**src/rtl/harvester_pkg.sv**
```systemverilog
// Shared types for the PE result harvester and its round-robin arbiter.
package harvester_pkg;

  typedef enum logic [1:0] {IDLE, RUN, FIN} harv_state_t;

  localparam int DATA_W = 32;

  // Index width that stays at least one bit for degenerate sizes.
  function automatic int idx_w(input int n);
    return (n > 1) ? $clog2(n) : 1;
  endfunction

endpackage

```
**src/rtl/rr_arbiter.sv**
```systemverilog
// Round-robin arbiter: first set request at or after ptr, wrapping; combinational, zero latency.
// No backpressure of its own: en gates the grant, any reports pending requests regardless of en.
module rr_arbiter
  import harvester_pkg::*;
#(
  parameter  int N  = 8,
  localparam int IW = idx_w(N)
) (
  input  logic [N-1:0]  req,
  input  logic [IW-1:0] ptr,
  input  logic          en,
  output logic [N-1:0]  grant,
  output logic [IW-1:0] grant_idx,
  output logic          any
);

  logic [2*N-1:0] dbl_req;
  logic [2*N-1:0] masked;
  logic           found;

  // Doubling the request vector turns the wrap-around search into one linear scan.
  always_comb begin
    dbl_req   = {req, req};
    masked    = dbl_req & ({(2*N){1'b1}} << ptr);
    any       = |req;
    found     = 1'b0;
    grant_idx = '0;
    for (int i = 0; i < 2*N; i++) begin
      if (!found && masked[i]) begin
        found     = 1'b1;
        grant_idx = IW'(i % N);
      end
    end
    grant = '0;
    if (en && any) grant[grant_idx] = 1'b1;
  end

endmodule

```
**src/rtl/vector_harvester.sv**
```systemverilog
// Drains PE output buffers round-robin into one tagged valid/ready stream; pop to res_valid is 1 cycle.
// Holds the output register under backpressure and pops nothing until it can be replaced or is accepted.
module vector_harvester
  import harvester_pkg::*;
#(
  parameter  int PE_COUNT = 8,
  parameter  int CNT_W    = 16,
  localparam int IW       = idx_w(PE_COUNT)
) (
  input  logic                               clk,
  input  logic                               reset,
  input  logic                               start,
  input  logic [CNT_W-1:0]                   total_count,
  output logic                               busy,
  output logic                               done,
  input  logic [PE_COUNT-1:0]                out_empty,
  input  logic [PE_COUNT-1:0][DATA_W-1:0]    pe_out,
  output logic [PE_COUNT-1:0]                read_from_output,
  output logic                               res_valid,
  input  logic                               res_ready,
  output logic [DATA_W-1:0]                  res_data,
  output logic [IW-1:0]                      res_idx
);

  harv_state_t        state, state_nxt;
  logic [CNT_W-1:0]   job_total, issued, accepted;
  logic [IW-1:0]      rr_ptr, grant_idx;
  logic [PE_COUNT-1:0] grant;
  logic               any, pop_ok, pop, accept, last_accept;

  // Reset gates the pop so a PE never loses a word the harvester is about to forget.
  assign pop_ok      = !reset && (state == RUN) && (issued < job_total) && (!res_valid || res_ready);
  assign pop         = pop_ok && any;
  assign accept      = res_valid && res_ready;
  assign last_accept = accept && ((accepted + CNT_W'(1)) == job_total);

  rr_arbiter #(.N(PE_COUNT)) u_arb (
    .req       (~out_empty),
    .ptr       (rr_ptr),
    .en        (pop_ok),
    .grant     (grant),
    .grant_idx (grant_idx),
    .any       (any)
  );

  assign read_from_output = grant;
  assign busy             = (state != IDLE);
  assign done             = (state == FIN);

  always_ff @(posedge clk) begin
    if (reset) state <= IDLE;
    else       state <= state_nxt;
  end

  always_comb begin
    state_nxt = state;
    case (state)
      IDLE:    if (start) state_nxt = (total_count == '0) ? FIN : RUN;
      RUN:     if (last_accept) state_nxt = FIN;
      FIN:     state_nxt = IDLE;
      default: state_nxt = IDLE;
    endcase
  end

  always_ff @(posedge clk) begin
    if (reset) begin
      job_total <= '0;
      issued    <= '0;
      accepted  <= '0;
      rr_ptr    <= '0;
      res_valid <= 1'b0;
      res_data  <= '0;
      res_idx   <= '0;
    end else begin
      if (state == IDLE && start) begin
        job_total <= total_count;
        issued    <= '0;
        accepted  <= '0;
      end
      if (pop) begin
        res_valid <= 1'b1;
        res_data  <= pe_out[grant_idx];
        res_idx   <= grant_idx;
        rr_ptr    <= (grant_idx == IW'(PE_COUNT - 1)) ? '0 : grant_idx + IW'(1);
        issued    <= issued + CNT_W'(1);
      end else if (accept) begin
        res_valid <= 1'b0;
      end
      if (accept) accepted <= accepted + CNT_W'(1);
    end
  end

endmodule

```
**config.mk**
```make
export PLATFORM = sky130hd
export DESIGN_NAME = vector_harvester
export DESIGN_NICKNAME = d
export VERILOG_FILES = /design/src/rtl/harvester_pkg.sv /design/src/rtl/rr_arbiter.sv /design/src/rtl/vector_harvester.sv
export SDC_FILE = /design/constraint.sdc
export NUM_CORES = 1
export LEC_CHECK = 0
export ABC_AREA = 1
export BUFFER_PORTS_ARGS = -buffer_cell sky130_fd_sc_hd__buf_2
export CORE_MARGIN = 2
export CORE_UTILIZATION = 30
export CTS_CLUSTER_SIZE = 28
export DETAILED_ROUTE_END_ITERATION = 10
export GPL_TIMING_DRIVEN = 0
export PLACE_DENSITY = 0.64
export SYNTH_ARGS = -nofsm -noshare
export SYNTH_HDL_FRONTEND = slang
export SYNTH_SLANG_ARGS = --single-unit
```
**constraint.sdc**
```tcl
create_clock -name clk -period 2.6 [get_ports clk]
set_input_delay 0.26 -clock clk [delete_from_list [all_inputs] [get_ports clk]]
set_output_delay 0.26 -clock clk [all_outputs]
set_load 0.1 [all_outputs]
```
Word-level counts from Yosys, hierarchy flattened. Index checks and enable logic that the tools add are counted.

Flip-flop bits (word level): 89. Input bits: 284. Output and inout port bits: 46. Word-level logic and storage cells: 117.

Add/subtract/negate cells: 3. Order comparisons: 3. Equal/unequal tests: 6. Shift operators: 1. Muxes and demuxes: 45. Bitwise gates (word level): 2. Reduce and logical (&&, ||, !) cells: 49.

Operator list (number): $bmux W32 S3 (1); $mux W16 (3); $mux W3 (15); $add A16 B1 Y16 const B (2); $mux W32 (1); $logic_and A1 B1 Y1 (23); $mux W1 (19); $logic_not A1 Y1 (17); $and A16 B16 Y16 (1); $eq A16 B16 Y1 (1); $logic_not A16 Y1 (1); $lt A16 B16 Y1 (1); $shl A16 B3 Y16 const A (1); $mux W8 (1); $not A8 Y8 (1); $reduce_bool A2 Y1 (4); $reduce_or A8 Y1 (1); $mux W2 (3); $lt A3 B4 Y1 const B (1); $ne A2 B2 Y1 const B (2); $pmux W2 S2 (1); $add A3 B1 Y3 const B (1); $demux W1 S3 (1); $eq A3 B3 Y1 const B (1); 6 further kinds (6).

Longest topological paths before layout.
Depth after elaboration: 53. Depth in mapped cells: 18. Mapped depth without buffers: 17.

Hierarchy. A second synthesis with hierarchy kept.

Cells, all modules: 1175. Area, all modules: 7239.4 µm².

By module, submodules not included: vector_harvester (instances 1, cells each 1092, area each 6796.5 µm², sequential area each 1781.7 µm²); rr_arbiter (instances 1, cells each 83, area each 442.9 µm², sequential area each 0.0 µm²).

Worst setup path after synthesis. OpenSTA, ideal clock, no wires.

Kind: flip-flop to output port. From: register res_valid. To: output read_from_output[1]. Data arrival time: 3.203 ns. Required time: 2.340 ns. Setup slack: -0.863 ns. Stages on the path, launching flop included: 10. Buffers on the path: 2. Cells stage by stage: dfxtp_1 -> nand2_1 -> nand4_1 -> a221oi_1 -> nand2_1 -> inv_1 -> buf_2 -> buf_2 -> nand2_1 -> nor2_1.

Cells in the longest elaborated chain, start to end: 5.

Ends and longest elaborated chain: from (decl) (line vector_harvester.sv:19) `output logic res_valid,`; from (signal assigned) (line vector_harvester.sv:71) `res_valid <= 1'b0;`; from (signal assigned) (line vector_harvester.sv:81) `res_valid <= 1'b1;`; from (signal assigned) (line vector_harvester.sv:87) `res_valid <= 1'b0;`; $logic_not A1 Y1 (line vector_harvester.sv:32) `assign pop_ok = !reset && (state == RUN) && (issued < job_total) && (!res_valid || res_ready);`; $logic_or A1 B1 Y1 (line vector_harvester.sv:32); $logic_and A1 B1 Y1 (line vector_harvester.sv:32); $logic_and A1 B1 Y1 (line rr_arbiter.sv:35) `if (en && any) grant[grant_idx] = 1'b1;`; $mux W8 (line rr_arbiter.sv:35); to (decl) (line vector_harvester.sv:18) `output logic [PE_COUNT-1:0] read_from_output,`.

No other way between the ends.

Final worst setup path.
From: register rr_ptr[1]. To: output read_from_output[5].

Cells in the longest elaborated chain, start to end: 53. Elaborated cells between the ends (all ways): 68. Classes of those cells: 2 x order compare; 1 x shift; 33 x mux; 1 x bitwise; 31 x reduce/logical.

Ends and longest elaborated chain: from (decl) (line vector_harvester.sv:27) `logic [IW-1:0] rr_ptr, grant_idx;`; from (signal assigned) (line vector_harvester.sv:84) `rr_ptr <= (grant_idx == IW'(PE_COUNT - 1)) ? '0 : grant_idx + IW'(1);`; $shl A16 B3 Y16 (*) (line rr_arbiter.sv:24) `masked = dbl_req & ({(2*N){1'b1}} << ptr);`; $and A16 B16 Y16 (*) (line rr_arbiter.sv:24); $mux W1 (line rr_arbiter.sv:29) `if (!found && masked[i]) begin`; $logic_not A1 Y1 (line rr_arbiter.sv:29); $logic_and A1 B1 Y1 (line rr_arbiter.sv:29); $mux W1 (line rr_arbiter.sv:29); $logic_not A1 Y1 (line rr_arbiter.sv:29); $logic_and A1 B1 Y1 (line rr_arbiter.sv:29); [... 38 more ...]; $logic_and A1 B1 Y1 (line rr_arbiter.sv:29); $mux W3 (*) (line rr_arbiter.sv:29); named net grant_idx[0] (line vector_harvester.sv:27); $lt A3 B4 Y1 (implied by the code) or $ge A3 B1 Y1 (tied branches) (line rr_arbiter.sv:35); $logic_and A1 B1 Y1 (implied by the code) (line rr_arbiter.sv:35); $mux W1 (implied by the code) (line rr_arbiter.sv:35); $demux W1 S3 (*); $mux W8 (*) (line rr_arbiter.sv:35).

Mark *: on every way through the listed nets, which the timed path passes. The rest lies on a longest branch.

==> results.json <==
{
  "outcome": "complete, but fails checks",
  "violations": "setup timing",
  "synth_cells": 1355,
  "drtPass1Iterations": 5,
  "p_leak_nw": 6.288,
  "critPathCaptureType": "output pin",
  "synth_top_family_by_area": "simple AND/OR/NAND/NOR gates",
  "clkSinkCount": 89,
  "synth.distinct_cells": 38,
  "ir_worst_vdd_mv": 0.3104,
  "maxCapViolations": 0,
  "fill_cells": 2669,
  "path_delay_family": "simple AND/OR/NAND/NOR gates",
  "htreeDepth": 3,
  "via_per_inst": 5.016,
  "hold_path_depth": 3,
  "grt_pass1_wl_um": 54380,
  "ys_ff_latch": 89,
  "power.density_nw_per_um2": 473.4,
  "drive_gt1_share_pct": 40.29,
  "hp-class": "input pin to flip-flop",
  "hold_viol_final": 0,
  "place_congestion": 1.012,
  "synthAdderAreaFrac_pct": 3.018,
  "slew_viol_final": 0,
  "hpwl_um": 29040,
  "grt_pass1_vias": 10040,
  "grtUsageTotal_pct": 25.45,
  "wl_per_cell_um": 18.08,
  "cp_cell_sequence": "nand2_4 > nand2_2 > nand2_2 > nor2_4 > nand4_4 > nor2_4 > nand3_2 > nor2_4 > buf_6 > nand3_4 > nand2_4 > buf_6 > buf_12 > nand2_8 > nor2_4 > buf_12",
  "synth.area.mux_share_pct": 0,
  "pin_count": 330,
  "grt_overflow": 0,
  "synth.avg_cell_area_sq_um": 5.814,
  "synth_nets": 1658,
  "tightest_slew_ns": 0.6624,
  "yosys_warnings": 0,
  "setup_viol": 13,
  "drc": 0,
  "fin_nets": 2070,
  "critPathKind": "flip-flop to output pin",
  "worst_hold_slack_ns": 0.1869,
  "antenna_found_initial": 12,
  "cp_slowest_cell": "dfxtp_4",
  "worstRegToRegCells": 22,
  "clk_latency_ns": 0.35,
  "fmax_mhz": 360.6,
  "area_growth_pct": 59.23,
  "holdBufCountCts": 0,
  "routed_wl_um": 38330,
  "crit_top_cell": "nor2_4",
  "postLayoutCoreUtil_pct": 48.41,
  "vias": 10630,
  "dp_slack_ns": -0.5459,
  "crit_arrival_ns": 2.51,
  "fp.dieW_um": 166.0,
  "crit_fanout": 5,
  "period_share_pct": 106.7,
  "drt_iter0_drc": 681,
  "yosys.area_share.simple_pct": 44.57,
  "rsz0062_at_grt": "true",
  "ant_nets": 0,
  "async_reset_ff_share_pct": 0,
  "dieHeight_um": 166.0,
  "worst-path-buf-inv": 4,
  "yosysSeqAreaShare_pct": 22.62,
  "cts_made_buffers": 9,
  "clk_pin_slew_ns": 0.07,
  "synthXorXnorAreaFrac_pct": 2.176,
  "period_minus_slack_ns": 2.773,
  "fp-row-count": 59,
  "io_buffers": 328,
  "die_area_sq_um": 27570,
  "core_sq_um": 25910,
  "slew-limit-headroom_pct": 55.68,
  "slowest_delay_ns": 0.40,
  "multiInputGateArea_sq_um": 5733,
  "cts_root_buffer": "clkbuf_16",
  "initial_core_util_pct": 30.40,
  "synth-main-ff-cell": "dfxtp_1",
  "syn_area_sq_um": 7878,
  "finClkSkew_ns": 0.009029,
  "crit_required_ns": 2.34,
  "clockBufferDepth": 2,
  "crit_cells": 16,
  "synth-compound-area-share_pct": 10.67,
  "start_kind": "flip-flop",
  "synth_edf_count": 0,
  "fin_ws_ns": -0.1732,
  "grt_max_degree": 17,
  "regArea_sq_um": 1810,
  "cts_tree": "done"
}
-- through the flow --
stage,power [mW],setup TNS [ns],instances,cell area [sq um]
finish,5.938,-1.397,2120,12540
global route,6.225,-3.787,2118,12540
CTS,5.281,-0.8169,2081,11200
detailed placement,3.705,-11.82,2018,10000
global placement,3.692,-10.35,2018,10000
floorplan,2.970,-0.3769,1355,7939
-- worst paths after layout --
| check | slack, ns | from | end |
|---|---|---|---|
| worst max register to register | -0.15 | rr_ptr[1] | res_idx[2] |
| worst min-delay path | 0.19 | total_count[0] | job_total[0] |
| worst max-delay path | -0.17 | rr_ptr[1] | read_from_output[5] |
| worst min register to register | 0.49 | accepted[15] | accepted[15] |
-- layer usage --
| metal | GRT usage [%] | up-vias | part of all wire (%) |
|---|---|---|---|
| met3 | 3.765 | 90 | 5.9 |
| li1 | - | 5176 | - |
| met4 | 13.80 | 0 | 5.0 |
| met2 | 45.73 | 457 | 51 |
| met1 | 28.95 | 4910 | 38 |
| met5 | 0 | - | 0 |
-- state kept, by name, summed over array words and instances, names as in the netlist --
register,flops
rr_ptr,3
state,2
res_data,32
res_idx,3
job_total,16
accepted,16
res_valid,1
issued,16
-- layout make-up --
cell class / count / share of cell area, %
Tap cell: 335 / 3.342
Timing Repair Buffer: 403 / 21.11
Multi-Input combinational cell: 955 / 45.71
Clock inverter: 7 / 0.6185
Buffer: 73 / 5.516
Clock buffer: 9 / 1.796
Antenna cell: 13 / 0.2594
Sequential cell: 89 / 14.43
Inverter: 236 / 7.222
-- synth_stat cells, types with 13 or more instances --
master | count | share of area, %
a21oi_1 | 61 | 3.9
buf_2 | 31 | 2.0
clkbuf_1 | 21 | 1.0
dfxtp_1 | 89 | 23
ha_1 | 19 | 3.0
inv_1 | 230 | 11
nand2_1 | 273 | 13
nand3_1 | 186 | 12
nand3b_1 | 58 | 5.5
nand4_1 | 36 | 2.9
nor2_1 | 161 | 7.7
o21ai_0 | 68 | 4.3
o21ai_1 | 13 | 0.83
or2_2 | 14 | 1.1
xor2_1 | 14 | 1.6
-- worst min-delay path, cell delays in order --
cell and delay (ns):
buf_2 0.13, inv_1 0.05, a21oi_1 0.05
-- placed cells by master (no fill, tap or decap), drive strengths merged --
master	n
nand3b	58
a41oi	1
o211ai	11
xnor2	3
inv	237
clkinvlp	1
or2	20
dfxtp	89
o21ai	81
a31o	1
buf	443
nand2	277
xor2	14
clkinv	4
clkbuf	42
diode	13
a21oi	61
a221oi	1
ha	19
bufinv	1
nand4	37
xnor3	1
o31ai	1
nor2	165
o22ai	1
o21a	1
nand3	186
nor3	10
nor4	6
-- power by group --
part	internal [mW]	total, mW	switching [mW]	leakage (nW)
registers	1.44	1.49	0.0481	0.733
logic	1.23	3.10	1.87	5.41
clock network	0.754	1.35	0.599	0.146
-- kinds of logic (layout without fill, tap and decap cells) --
family / Yosys count / count (layout)
and+or+nand+nor: 759 / 759
adders and majority gates: 19 / 19
xor gates and xnor gates: 18 / 18
DFF: 89 / 89
buffers and inverters: 311 / 728
AOI/OAI and AO/OA: 159 / 159
other: 0 / 13
-- what timing repair did --
action,CTS,global route
gates resized for setup,145,249
cloned,0,11
pin swaps,45,98
buffers inserted,47,17
endpoints found under the setup margin,55,56
Power figures use the tool's default switching activity.
